`src/rtl/bus_request_encoder.sv`:
```
// Round-robin 8-to-3 bus request encoder with one-cycle turnaround between owners.
// Optional tenure limit compiled in with `define BUS_ENC_TIMEOUT_EN (uses MAX_TENURE).
module bus_request_encoder #(
  parameter int MAX_TENURE = 16
) (
  input  logic       clk,
  input  logic       rst_n,
  input  logic [7:0] req,
  input  logic       done,
  output logic [2:0] sel,
  output logic       sel_valid,
  output logic [7:0] grant,
  output logic       timeout
);

  typedef enum logic [1:0] {IDLE, BUSY, GAP} state_t;

  state_t     state_reg, state_next;
  logic [2:0] sel_reg, sel_next;
  logic [2:0] ptr_reg, ptr_next;
  logic       sel_valid_reg, sel_valid_next;
  logic [7:0] req_rot;
  logic [2:0] offset;
  logic [2:0] winner;
  logic       owner_req;
  logic       expire;
  logic       release_bus;

  // req_rot[j] is the request of source ptr+j, so the lowest set bit is the winner
  for (genvar gi = 0; gi < 8; gi++) begin : g_rot
    assign req_rot[gi] = req[3'(gi) + ptr_reg];
  end

  always_comb begin
    offset = 3'd0;
    for (int j = 7; j >= 0; j--) begin
      if (req_rot[j]) offset = 3'(j);
    end
  end

  assign winner      = ptr_reg + offset;
  assign owner_req   = req[sel_reg];
  assign release_bus = done | ~owner_req | expire;

`ifdef BUS_ENC_TIMEOUT_EN
  localparam logic [7:0] TENURE_LAST = 8'(MAX_TENURE - 1);

  logic [7:0] tenure_reg, tenure_next;
  logic       timeout_reg, timeout_next;

  assign expire = (tenure_reg == TENURE_LAST);

  always_comb begin
    tenure_next = 8'd0;
    if (state_reg == BUSY) tenure_next = tenure_reg + 8'd1;
  end

  // Pulse only when expiry alone forced the release
  assign timeout_next = (state_reg == BUSY) && expire && !done && owner_req;

  always_ff @(posedge clk or negedge rst_n) begin
    if (!rst_n) begin
      tenure_reg  <= 8'd0;
      timeout_reg <= 1'b0;
    end else begin
      tenure_reg  <= tenure_next;
      timeout_reg <= timeout_next;
    end
  end

  assign timeout = timeout_reg;
`else
  assign expire  = 1'b0;
  assign timeout = 1'b0;
`endif

  always_comb begin
    state_next     = state_reg;
    sel_next       = sel_reg;
    sel_valid_next = sel_valid_reg;
    ptr_next       = ptr_reg;
    case (state_reg)
      IDLE: begin
        if (|req) begin
          state_next     = BUSY;
          sel_next       = winner;
          sel_valid_next = 1'b1;
          ptr_next       = winner + 3'd1;
        end
      end
      BUSY: begin
        if (release_bus) begin
          state_next     = GAP;
          sel_valid_next = 1'b0;
        end
      end
      GAP:     state_next = IDLE;
      default: state_next = IDLE;
    endcase
  end

  always_ff @(posedge clk or negedge rst_n) begin
    if (!rst_n) begin
      state_reg     <= IDLE;
      sel_reg       <= 3'd0;
      sel_valid_reg <= 1'b0;
      ptr_reg       <= 3'd0;
    end else begin
      state_reg     <= state_next;
      sel_reg       <= sel_next;
      sel_valid_reg <= sel_valid_next;
      ptr_reg       <= ptr_next;
    end
  end

  for (genvar gi = 0; gi < 8; gi++) begin : g_grant
    assign grant[gi] = sel_valid_reg && (sel_reg == 3'(gi));
  end

  assign sel       = sel_reg;
  assign sel_valid = sel_valid_reg;

endmodule
```
`config.mk`:
```
export PLATFORM = sky130hd
export DESIGN_NAME = bus_request_encoder
export DESIGN_NICKNAME = d
export VERILOG_FILES = /design/src/rtl/bus_request_encoder.sv
export SDC_FILE = /design/constraint.sdc
export NUM_CORES = 1
export LEC_CHECK = 0
export CORE_MARGIN = 2
export CORE_UTILIZATION = 40
export CTS_CLUSTER_SIZE = 30
export DETAILED_ROUTE_END_ITERATION = 6
export PLACE_DENSITY_LB_ADDON = 0.1
export SYNTH_ARGS = -nofsm -noshare
export SYNTH_HDL_FRONTEND = slang
export SYNTH_SLANG_ARGS = --single-unit
```
`constraint.sdc`:
```
create_clock -name clk -period 4.33 [get_ports clk]
set_input_delay 1.299 -clock clk [delete_from_list [all_inputs] [get_ports clk]]
set_output_delay 1.299 -clock clk [all_outputs]
set_load 0.005 [all_outputs]
```
==> summary.md, run 1 <==
| Metric | Value |
|---|---|
| Leakage | around 0.75 nW |
| Main combinational cell family by area after synthesis | multiplexers |
| Via/cell ratio | 5.26 |
| Most frequent cells in the layout | 37 x buf_4, 14 x nor2_1, 14 x clkdlybuf4s50_1, 9 x nand2_1, 9 x dfrtp_1 |
| Worst hold-check path type | reg -> reg |
| Commonest non-fill, non-tap cell in the layout | buf_4 |
| Setup violators final | 0 |
| Clock group share of total power | 3.5% |
| Pins Over Slew Limit | 0 |
| #FFs+latches synth | 9 |
| Setup tns final | 0 ns |
| Fin worst setup slack | ~0.18 ns |
| Synthesized instance count | 136 |
| VDD IR max | 0.419 mV |
| # DRC | 0 |
| Total power | ~1.8 mW |
| CP max stage cell | mux4_2 |
| P per Cell Area | roughly 980 mW/mm^2 |
| Area Growth Syn to Fin | 40.9% |
| Distinct cell type count after synthesis | 45 |
| Post-Synth Adder-Cell Area | 5.49% |
| Hold WS | 0.566 ns |
| Avg WL per Cell | 14.3 um |
| Post-Syn Area | 0.00128 sq mm |
| Simple-Gate Fraction of Synth Area | 20.9% |
| Fin crit share | 95.8% |
| Switching part of the total | 42.7% |
| Crit Path Max Fanout | 4 |
| TritonCTS Buffers | 3 |
| Worst EP required | 4.45 ns |
| Actual slew at the worst max-slew pin | between 0.6 and 0.7 ns |
| Fillers | 285 |
| Comb pwr share | between 80% and 90% |
| Setup slack after placement | -0.454 ns |
| Die area | between 0.003 and 0.004 sq mm |
| Worst rel slew slack | approximately 58% |
| Grt total ovfl | 0 |
| # diodes | 0 |
| Max_cap viols | 0 |
| Int Pwr | 1.01 mW |
| CTS Buffer Depth | 2 |
| Switching power | around 750 uW |
| TritonCTS clock tree | done |
| Tot GR Track Use | 19.8% |
| Number of global-route vias before repair | 1268 |
| Post-Syn Nets | 152 |
| Root Buffer | clkbuf_4 |
| WP data arrival | 4.26 ns |
| Avg Cell Area, Syn | approximately 9.4 sq um |
| I/O Buffers | 22 |
| Synth Area in Compound Gates | 19.2% |
| Crit path max-delay family | compound AO/OA/AOI/OAI gates |
| Setup Skew | 0.00313 ns |
| Nets@finish | just over 200 |
| Crit-path max cell delay | a little under 0.5 ns |
| Status | complete, no violations |
| Core Area | approximately 0.0031 sq mm |
| Detailed Route Iter0 Violations | 29 |
| Synth Area in XOR/XNOR | under 10% |
| First-pass GRT wire length | ~5.6 mm |
| Layout cells sized above 1 | 38.9% |
| Largest net degree at the start of global routing | 17 |
| Bufs and invs on worst path | 1 |
| Number of antenna violations at the first check in global routing | 0 |
| Mux contribution to synthesized area | between 20% and 30% |
| Hold Violations, Final | 0 |
| Die H | 60.5 um |
| Routed WL | 3.35 mm |
| Remaining antenna violation count | 0 |
| Ys Warns | 0 |
| Dpl hpwl | 2.67 mm |
| Crit path time final | 4.15 ns |
| Floorplan row count | 20 |
| Reg clk slew, reported paths | ~0.06 ns |
| EDFF count, synth | 0 |
| Placer Congestion | 0.803 |
| Detailed Routing Iterations Pass 1 | 4 |
| DR vias | 1232 |
| Reg power frac | 12.4% |
| Critical Path Sink Type | flip-flop |
| Register area share after synthesis | between 10% and 20% |
| Chip width | 60.5 um |
| Starting Density | between 40% and 50% |
| Top_reg_cell synth | dfrtp_1 |
| Clk_lat worst skew | 0.25 ns |
| Max Clk Rate | 241 MHz |
| Critical path type | in -> reg |
| Clock Sinks | 9 |
| CTS H-tree lvls | 1 |
| Worst Setup Start Kind | input port |
| Io pins | 24 |
| RSZ-0062 raised after global routing | false |
| Crit-path cells | dlygate4sd2_1, mux4_2, nand2b_4, a32oi_2, o22a_1, o21ai_1, a31oi_1, ha_2, fa_1, ha_2, xnor2_1, a221oi_1, o21ai_1, xnor2_1 |
| Post-synth ARST share | between 90% and 100% |
==> power by group through the flow <==
stage	logic, mW	clock network (mW)	registers (mW)
3_5_place_dp	1.38	0	0.215
4_1_cts	1.42	0.0652	0.215
5_1_grt	1.63	0.0699	0.230
6_report	1.48	0.0617	0.217
3_3_place_gp	1.36	0	0.214
2_1_floorplan	0.993	0	0.167
==> worst min-delay path, stage by stage, from the launching register on <==
cell     delay, ns
dfrtp_1       0.39
nor2_1        0.06
nor2_1        0.08
==> layout make-up <==
type	count	area, sq um	area share (%)
Sequential cell	9	225	12.5
Clock buffer	4	26.3	1.46
Inverter	3	11.3	0.626
Timing Repair Buffer	59	472	26.2
Multi-Input combinational cell	115	1010	56.1
Tap cell	44	55.1	3.06
==> worst paths after layout <==
check                        endpoint  slack [ns]  startpoint  cells past startpoint
max reg2reg                ptr_reg[2]        0.71  ptr_reg[0]                     15
max in group asynchronous      sel[0]        2.70       rst_n                      1
min                         sel_valid        0.57   sel_valid                      2
min reg2reg                 sel_valid        0.57   sel_valid                      2
min in group asynchronous      sel[2]        1.34       rst_n                      1
max                        ptr_reg[2]        0.18      req[1]                     14
==> metal layers <==
| layer | up-vias | share of wire [%] | GRT usage (%) |
|---|---|---|---|
| li1 | 616 | - | - |
| met1 | 596 | 44 | 24.6 |
| met2 | 20 | 53 | 37.4 |
| met3 | 0 | 3.0 | 3.20 |
| met4 | 0 | 0 | 1.55 |
| met5 | - | 0 | 0 |
==> synth_stat cells, drive strengths merged, types with 2 or more instances <==
cell,instances,area [sq um]
mux4,8,180
nor2b,3,18.8
o21ai,7,42.5
mux2i,7,70.1
nor3b,5,37.5
nand2,9,33.8
clkbuf,3,11.3
dfrtp,9,225
a21oi,3,15.0
ha,4,50.1
xor2,2,17.5
inv,3,11.3
nand3,4,20.0
nand2b,6,37.5
a211oi,3,27.5
a22oi,2,20.0
and3,2,12.5
nor3,3,15.0
buf,6,48.8
nor2,14,52.6
a31oi,4,55.1
xnor2,5,43.8
nor4,2,12.5
o22ai,2,12.5
mux2,7,82.6
==> through the flow <==
stage | cells | utilization [%] | area [sq um]
after floorplan | 136 | - | 1280
after global placement | 227 | 57.2 | 1750
after detailed placement | 227 | 57.2 | 1750
after CTS | 232 | 58.3 | 1780
after global routing | 234 | 58.9 | 1800
final | 234 | 58.9 | 1800
==> cells by family after synthesis <==
logic type      Yosys count
compound gates           29
xor+xnor                  7
fa+ha+maj                 5
buf+inv                  12
flops                     9
mux                      22
other cells               1
simple gates             51
==> timing repair <==
item,4_1_cts,5_1_grt
cloned,0,0
pin swaps,3,7
endpoints found under the hold margin,0,0
hold buffers,0,0
gates resized for setup,12,16
setup endpoints to repair,1,1
setup buffers,1,2
(Power assumes the default switching activity.)
==> inputs of run 2 (changes only) <==
--- a/config.mk
+++ b/config.mk
@@ -7,7 +7,8 @@
 export LEC_CHECK = 0
 export CORE_MARGIN = 2
 export CORE_UTILIZATION = 40
-export CTS_CLUSTER_SIZE = 30
+export CTS_CLUSTER_DIAMETER = 40
+export CTS_CLUSTER_SIZE = 40
 export DETAILED_ROUTE_END_ITERATION = 6
 export PLACE_DENSITY_LB_ADDON = 0.1
 export SYNTH_ARGS = -nofsm -noshare
==> results of run 2 <==
No change in the layout: final DEF, timing and power equal those of run 1.
